==> src/rtl/clken_pkg.sv <==
// clken_pkg: shared FSM state encoding and counter-width helper for clken_gen
package clken_pkg;
  typedef enum logic [1:0] {
    HOLD = 2'd0,
    WAIT = 2'd1,
    RUN  = 2'd2
  } state_t;
  function automatic int cnt_width(input int lock_wait);
    return $clog2(lock_wait + 1);
  endfunction
endpackage

==> src/rtl/clken_phase_acc.sv <==
// clken_phase_acc: one fractional-rate channel, phase accumulator with registered carry and ce
// Ports: clock, reset (sync, active-high), run (accumulate when high), inc (phase step), ce (one-cycle strobe)
module clken_phase_acc #(
  parameter int ACC_W = 24
) (
  input  logic             clock,
  input  logic             reset,
  input  logic             run,
  input  logic [ACC_W-1:0] inc,
  output logic             ce
);
  logic [ACC_W-1:0] acc_q, acc_d;
  logic carry_q, carry_d, ce_q, ce_d;
  always_comb begin
    {carry_d, acc_d} = run ? {1'b0, acc_q} + {1'b0, inc} : '0;
    ce_d = run & carry_q;
  end
  always_ff @(posedge clock) begin
    if (reset) begin
      acc_q   <= '0;
      carry_q <= 1'b0;
      ce_q    <= 1'b0;
    end else begin
      acc_q   <= acc_d;
      carry_q <= carry_d;
      ce_q    <= ce_d;
    end
  end
  assign ce = ce_q;
endmodule

==> src/rtl/clken_gen.sv <==
// clken_gen: PLL-lock reset sequencer plus NCH phase-accumulator clock-enable strobes
// Ports: clock, reset (sync, active-high), pll_locked (async), inc_wr/inc_sel/inc_data (increment writes),
//        rst_out, ready, ce[NCH], lock_lost. Define CLKEN_LOSS_DETECT_EN to return to HOLD on lock loss in RUN.
module clken_gen
  import clken_pkg::*;
#(
  parameter int NCH       = 4,
  parameter int ACC_W     = 24,
  parameter int LOCK_WAIT = 1024,
  localparam int SEL_W    = (NCH > 1) ? $clog2(NCH) : 1
) (
  input  logic             clock,
  input  logic             reset,
  input  logic             pll_locked,
  input  logic             inc_wr,
  input  logic [SEL_W-1:0] inc_sel,
  input  logic [ACC_W-1:0] inc_data,
  output logic             rst_out,
  output logic             ready,
  output logic [NCH-1:0]   ce,
  output logic             lock_lost
);
  localparam int CNT_W = cnt_width(LOCK_WAIT);
  localparam logic [CNT_W-1:0] CNT_LAST = CNT_W'(LOCK_WAIT - 1);
  state_t state_q, state_d;
  logic [CNT_W-1:0] cnt_q, cnt_d;
  logic s1_q, s2_q, rst_out_q, rst_out_d, ready_q, ready_d, lock_lost_q, lock_lost_d, loss, run;
  logic [ACC_W-1:0] inc_q [NCH];
  logic [ACC_W-1:0] inc_d [NCH];
`ifdef CLKEN_LOSS_DETECT_EN
  assign loss = (state_q == RUN) && !s2_q;
`else
  assign loss = 1'b0;
`endif
  always_comb begin
    state_d = state_q;
    cnt_d   = cnt_q;
    case (state_q)
      HOLD: if (s2_q) begin
        state_d = WAIT;
        cnt_d   = '0;
      end
      WAIT: if (!s2_q) state_d = HOLD;
            else if (cnt_q == CNT_LAST) state_d = RUN;
            else cnt_d = cnt_q + CNT_W'(1);
      RUN:  if (loss) state_d = HOLD;
      default: state_d = HOLD;
    endcase
    rst_out_d   = state_d != RUN;
    ready_d     = state_d == RUN;
    lock_lost_d = lock_lost_q | loss;
    inc_d = inc_q;
    // Select values with no channel behind them match nothing and are dropped.
    for (int i = 0; i < NCH; i++)
      if (inc_wr && inc_sel == SEL_W'(i)) inc_d[i] = inc_data;
  end
  always_ff @(posedge clock) begin
    if (reset) begin
      state_q     <= HOLD;
      cnt_q       <= '0;
      s1_q        <= 1'b0;
      s2_q        <= 1'b0;
      rst_out_q   <= 1'b1;
      ready_q     <= 1'b0;
      lock_lost_q <= 1'b0;
      inc_q       <= '{default: '0};
    end else begin
      state_q     <= state_d;
      cnt_q       <= cnt_d;
      s1_q        <= pll_locked;
      s2_q        <= s1_q;
      rst_out_q   <= rst_out_d;
      ready_q     <= ready_d;
      lock_lost_q <= lock_lost_d;
      inc_q       <= inc_d;
    end
  end
  assign run = state_q == RUN;
  for (genvar c = 0; c < NCH; c++) begin : g_ch
    clken_phase_acc #(.ACC_W(ACC_W)) u_acc (
      .clock (clock),
      .reset (reset),
      .run   (run),
      .inc   (inc_q[c]),
      .ce    (ce[c])
    );
  end
  assign rst_out   = rst_out_q;
  assign ready     = ready_q;
  assign lock_lost = lock_lost_q;
endmodule

==> config.mk <==
export PLATFORM = sky130hd
export DESIGN_NAME = clken_gen
export DESIGN_NICKNAME = d
export VERILOG_FILES = /design/src/rtl/clken_pkg.sv /design/src/rtl/clken_phase_acc.sv /design/src/rtl/clken_gen.sv
export SDC_FILE = /design/constraint.sdc
export NUM_CORES = 1
export LEC_CHECK = 0
export BUFFER_PORTS_ARGS = -buffer_cell sky130_fd_sc_hd__buf_4
export CORE_MARGIN = 8
export CORE_UTILIZATION = 50
export DETAILED_ROUTE_END_ITERATION = 8
export PLACE_DENSITY_LB_ADDON = 0.15
export REMOVE_ABC_BUFFERS = 1
export SLEW_MARGIN = 20
export SYNTH_ARGS = -nofsm -noshare
export SYNTH_HDL_FRONTEND = slang
export SYNTH_SLANG_ARGS = --single-unit
==> constraint.sdc <==
create_clock -name clock -period 2.65 [get_ports clock]
set_clock_uncertainty 0.05 [all_clocks]
set_input_delay 0.265 -clock clock [delete_from_list [all_inputs] [get_ports clock]]
set_output_delay 0.265 -clock clock [all_outputs]
set_load 0.005 [all_outputs]
=== Word level (Yosys, flattened, before mapping) ===
Cells that the tools add are included.

* Flip-flop bits (word level): 217
* Input bits: 30

* $add $sub $neg: 5
* Eq/ne operators: 11
* Muxes and demuxes: 8
* Bitwise logic cells: 5
* Reductions and logical operators: 9

{| class="wikitable"
|+ Operators by type and width
! operator !! number
|-
| $add A24 B24 Y25 || 4
|-
| $mux W11 || 3
|-
| $pmux W11 S2 || 1
|-
| $add A11 B1 Y11 const B || 1
|-
| $eq A11 B10 Y1 const B || 1
|-
| $eq A2 B2 Y1 const B || 4
|-
| $ne A2 B2 Y1 const B || 4
|-
| $mux W2 || 3
|-
| $pmux W2 S3 || 1
|-
| $and A1 B1 Y1 || 4
|-
| $eq A2 B1 Y1 const B || 2
|-
| $logic_and A1 B1 Y1 || 4
|-
| $logic_not A2 Y1 || 2
|-
| $reduce_and A4 Y1 || 1
|-
| $reduce_bool A2 Y1 || 1
|-
| $reduce_or A2 Y1 || 1
|-
| $not A1 Y1 || 1
|}

=== Logic depth before layout (Yosys ltp) ===
* Depth in word-level cells: 5
* Mapped depth: 9

=== Modules after synthesis ===
A second synthesis with hierarchy kept.

* Cell total of the unflattened synthesis: 1433
* Area, all modules: 11860.1 sq um

{| class="wikitable"
|+ Modules (own cells, without submodules)
! module !! instances !! cells each !! area an instance (sq um) !! seq. area each (sq um)
|-
| clken_gen || 1 || 513 || 4062.6 || 2262.2
|-
| clken_phase_acc (g_ch[2].u_acc ...) || 2 || 230 || 2014.4 || 520.5
|-
| clken_phase_acc (g_ch[0].u_acc ...) || 2 || 230 || 1884.3 || 520.5
|}

=== Least setup slack after synthesis ===
Ideal clock, no wire load.

* Kind: flip-flop to flip-flop
* From: register g_ch[1].u_acc.acc_q[0]
* To: register g_ch[1].u_acc.carry_q
* Setup time: 0.123 ns
* Arrival: 2.492 ns
* Slack: -0.015 ns
* Stages on the path, launching flop included: 10
* Path buffers: 0
* Period minus slack after synthesis: 2.665 ns
* Cell sequence: dfxtp_1 > ha_1 > fa_1 > a211o_2 > a2111oi_4 > o31a_2 > o221ai_2 > a21bo_2 > a2111oi_2 > nor2_1

* Cells in the longest elaborated chain, start to end: 1

{| class="wikitable"
|+ Ends and longest elaborated chain
! item !! line !! RTL
|-
| start: declaration || clken_phase_acc.sv:12 || <nowiki>logic [ACC_W-1:0] acc_q, acc_d;</nowiki>
|-
| start signal: assignment || clken_phase_acc.sv:20 || <nowiki>acc_q <= '0;</nowiki>
|-
| start signal: assignment || clken_phase_acc.sv:24 || <nowiki>acc_q <= acc_d;</nowiki>
|-
| $add A24 B24 Y25 || clken_phase_acc.sv:15 || <nowiki>{carry_d, acc_d} = run ? {1'b0, acc_q} + {1'b0, inc} : '0;</nowiki>
|-
| end signal: assignment || clken_phase_acc.sv:25 || <nowiki>carry_q <= carry_d;</nowiki>
|-
| end: declaration || clken_phase_acc.sv:13 || <nowiki>logic carry_q, carry_d, ce_q, ce_d;</nowiki>
|}

Every way passes these cells.
A chain may end at the register's enable or synchronous reset.

=== Worst setup path after layout ===
* From: register inc_q[48] in the netlist's numbering
* To: register g_ch[1].u_acc.acc_q[20]

* Cells in the longest elaborated chain, start to end: 1

{| class="wikitable"
|+ Ends and longest elaborated chain
! item !! line !! RTL
|-
| start: declaration || clken_gen.sv:28 || <nowiki>logic [ACC_W-1:0] inc_q [NCH];</nowiki>
|-
| start signal: assignment || clken_gen.sv:75 || <nowiki>inc_q <= inc_d;</nowiki>
|-
| $add A24 B24 Y25 || clken_phase_acc.sv:15 ||
|}

Every way passes these cells.

==> results.md <==
- Worst-path cell chain: ha_4 > fa_2 > a211o_4 > a2111oi_4 > o31a_2 > o221ai_2 > a21bo_2 > buf_4 > xnor2_2 > nor2_1
- Synth area leader: dfxtp_1
- IO buf count: 35
- Root Driver: clkbuf_16
- DR DRC count: 0
- Pwr per Cell Area: 547.2 nW/um^2
- Post-synth ARST share: 0%
- Slew Limit Headroom: 33.02%
- DRT Pass-1 Iters: 7
- DP Cell Count: 1,688
- Worst skew pair latency: 530 ps
- GRT Total Usage: 19.46%
- Routed Antenna Nets: 0
- Slew Limit Fails: 0
- CTS tree: yes
- Vias: 9,840
- Worst path max stage delay: 360 ps
- Worst-path clk slew: 60 ps
- Critical Path Source Type: flop
- R2R depth: 10
- Tot Pwr: between 7000 and 8000 uW
- Maximum VDD drop: 0.4952 mV
- Vias in the first global route: 9,610
- Most instantiated cells after synthesis: nand2_1, dfxtp_1, a21oi_1
- Max_cap viols: 0
- Post-synth top flop: dfxtp_1
- Initial Util: 50.63%
- Final Critical Period: ~2700 ps
- Leak pwr: between 0.005 and 0.006 uW
- Setup violators final: 2
- Ant diodes: 0
- Final-report hold violation count: 0
- Tcrit/Tclk final: 100.5%
- Critical-path top delay cell: fa_2
- Critical-path maximum fanout: 2
- Area share of the largest cell type after synthesis: about two fifths
- Clock tree buffer depth: 3
- Number of synthesized register bits: 217
- Area Growth Syn to Fin: 16.47%
- Most frequent cell after synthesis: nand2_1
- Antenna violations before repair: 1
- # fillers: 2,102
- Mapped cell area: 11,390 um^2
- Synth area leaders: dfxtp_1, ha_1, nand2_1
- Critical Path Sink Type: flop
- First-pass GRT wire length: 45,970 um
- Grt ovf: 0
- Initial detailed-routing violation count: 413
- CTS H-tree depth: 1
- Clock sink total: 217
- IO Pins: 37
- Row Count: 55
- Uppermost layer routed: met5
- Number of synthesized flops with an enable pin: 0
- RD Place Congestion: about 0.85
- Final worst slack: -13.60 ps
- Type of the worst min-delay path: in2reg
- Largest net degree at the start of global routing: 91
- Final HPWL DP: 19,220 um
- Die Wd: approximately 170 um
- Seq/Total Area, Yosys: 38.13%
- Syn_area_per_cell: 8.137 um^2
- Avg WL per Cell: 15.65 um
- WL final: 27,600 um
- TritonCTS buffer count: 25
- Worst hold stages: 5
- Routed met2 length: roughly 13,000 um
- Unique masters post-synth: 70
- Crit path arrival time: 2990 ps
- Critical path data required time: ~3000 ps
- Fmax: 0.3754 GHz
- # nets final: about 1,600
- Outcome: complete, but fails checks
- Yosys warns: 0
- Height of the chip: 166.9 um
- Die area: approximately 28,000 um^2
- Crit Path Class: reg2reg
- Share of post-route cells with drive strength above 1: between 10 and 15%
- RSZ-0062 raised after global routing: true
- Measured slew at the worst slew-check pin: 1005 ps
- Detail-routed via count per cell: approximately 5.6
- Core area: 22,500 um^2
- Synth Instances: about 1,400
- Post-Layout Cell Count: ~1,800
- Met1 wire length: 12,580 um
- Failing checks: negative setup slack
- Metal3 WL: 1010 um
[registers in the layout, summed over array words and instances, names as in the netlist]
signal,count
s1_q,1
inc_q,96
state_q,2
s2_q,1
ready,1
rst_out,1
g_ch.u_acc.ce,4
g_ch.u_acc.carry_q,4
cnt_q,11
g_ch.u_acc.acc_q,96
[what timing repair did]
action / CTS / global route
setup endpoints to repair: 11 / 19
pin swaps: 9 / 12
buffers inserted: 0 / 2
endpoints found under the hold margin: 92 / 0
hold buffers: 27 / 0
gates resized for setup: 13 / 16
[logic make-up (layout without fill, tap and decap cells)]
group	after synthesis	in the layout	synth area share [%]
simple gates	518	518	19.73
compound gates	403	403	21.95
flops	217	217	38.13
fa+ha+maj	101	101	11.36
buf+inv	84	162	2.932
xor+xnor	74	74	5.689
mux	2	2	0.1757
other cells	1	1	0.03292
[per-layer routing]
metal | vias up | track usage [%]
met5 | - | 0
li1 | 5018 | -
met4 | 2 | 5.210
met3 | 50 | 2.459
met1 | 4617 | 24.07
met2 | 153 | 34.95
[through the flow]
stage	setup TNS, ps	hold slack (ps)	util, %	area [um^2]	setup WS [ps]
3_5_place_dp	-605.3	370.5	53.27	11990	-105.5
2_1_floorplan	-42.16	284.1	-	11150	-27.08
4_1_cts	-42.36	238.3	58.56	13180	-21.71
3_3_place_gp	-390.9	376.6	53.27	11990	-92.92
5_1_grt	-307.7	287.7	58.97	13270	-94.67
6_report	-15.15	267.3	58.97	13270	-13.60
[layout make-up]
cell class | count | area (um^2) | area share [%]
multi-input cells | 1099 | 6862 | 51.71
well taps | 285 | 356.6 | 2.687
repair buffers | 91 | 750.7 | 5.658
clock inverters | 8 | 96.34 | 0.7261
inverters | 25 | 93.84 | 0.7072
clock buffers | 38 | 764.5 | 5.761
flip-flops and latches | 217 | 4345 | 32.75
[path summary, 6_finish.rpt]
check,from,end,slack (ps)
worst max-delay path,inc_q[48],g_ch[1].u_acc.acc_q[20],-10
worst min-delay path,inc_sel[0],inc_q[73],270
worst max register to register,inc_q[48],g_ch[1].u_acc.acc_q[20],-10
worst min register to register,g_ch[3].u_acc.carry_q,g_ch[3].u_acc.ce,380
[worst max-delay path: cells and delay by family (launching register included)]
kind	cells	cell delay, ps
adders and majority gates	2	520
xor gates and xnor gates	1	110
DFF	1	330
and+or+nand+nor	1	50
buffers and inverters	1	140
AOI/OAI and AO/OA	5	1310
[layout by cell type, fill, tap and decap left out, types with 5 or more instances in the layout]
cell type / netlist / final
and3_1: 16 / 16
and2_1: 18 / 18
o31ai_1: 9 / 9
nand2_1: 264 / 264
clkbuf_8: 0 / 9
nand3_1: 28 / 28
inv_1: 25 / 25
o21bai_1: 16 / 15
a31oi_1: 5 / 5
xor2_1: 41 / 41
o21a_1: 13 / 13
buf_4: 5 / 64
a21o_1: 33 / 33
nor2_1: 125 / 125
ha_1: 97 / 95
nor3_1: 15 / 15
or2_2: 6 / 6
nor2b_1: 9 / 9
nand2b_1: 8 / 8
o21ai_0: 53 / 49
o211ai_1: 7 / 7
a21oi_1: 195 / 193
clkbuf_16: 0 / 25
dlygate4sd3_1: 0 / 27
a211oi_1: 22 / 17
a211oi_2: 1 / 5
nand4_1: 10 / 10
dfxtp_1: 217 / 216
xnor2_1: 33 / 32
[report_power, final]
part	switching, uW	leakage [uW]	internal [uW]	total, uW
logic	241	0.00322	152	392
registers	31.9	0.00175	3310	3350
clock network	1350	0.000426	2180	3520
Power figures use the tool's default switching activity.
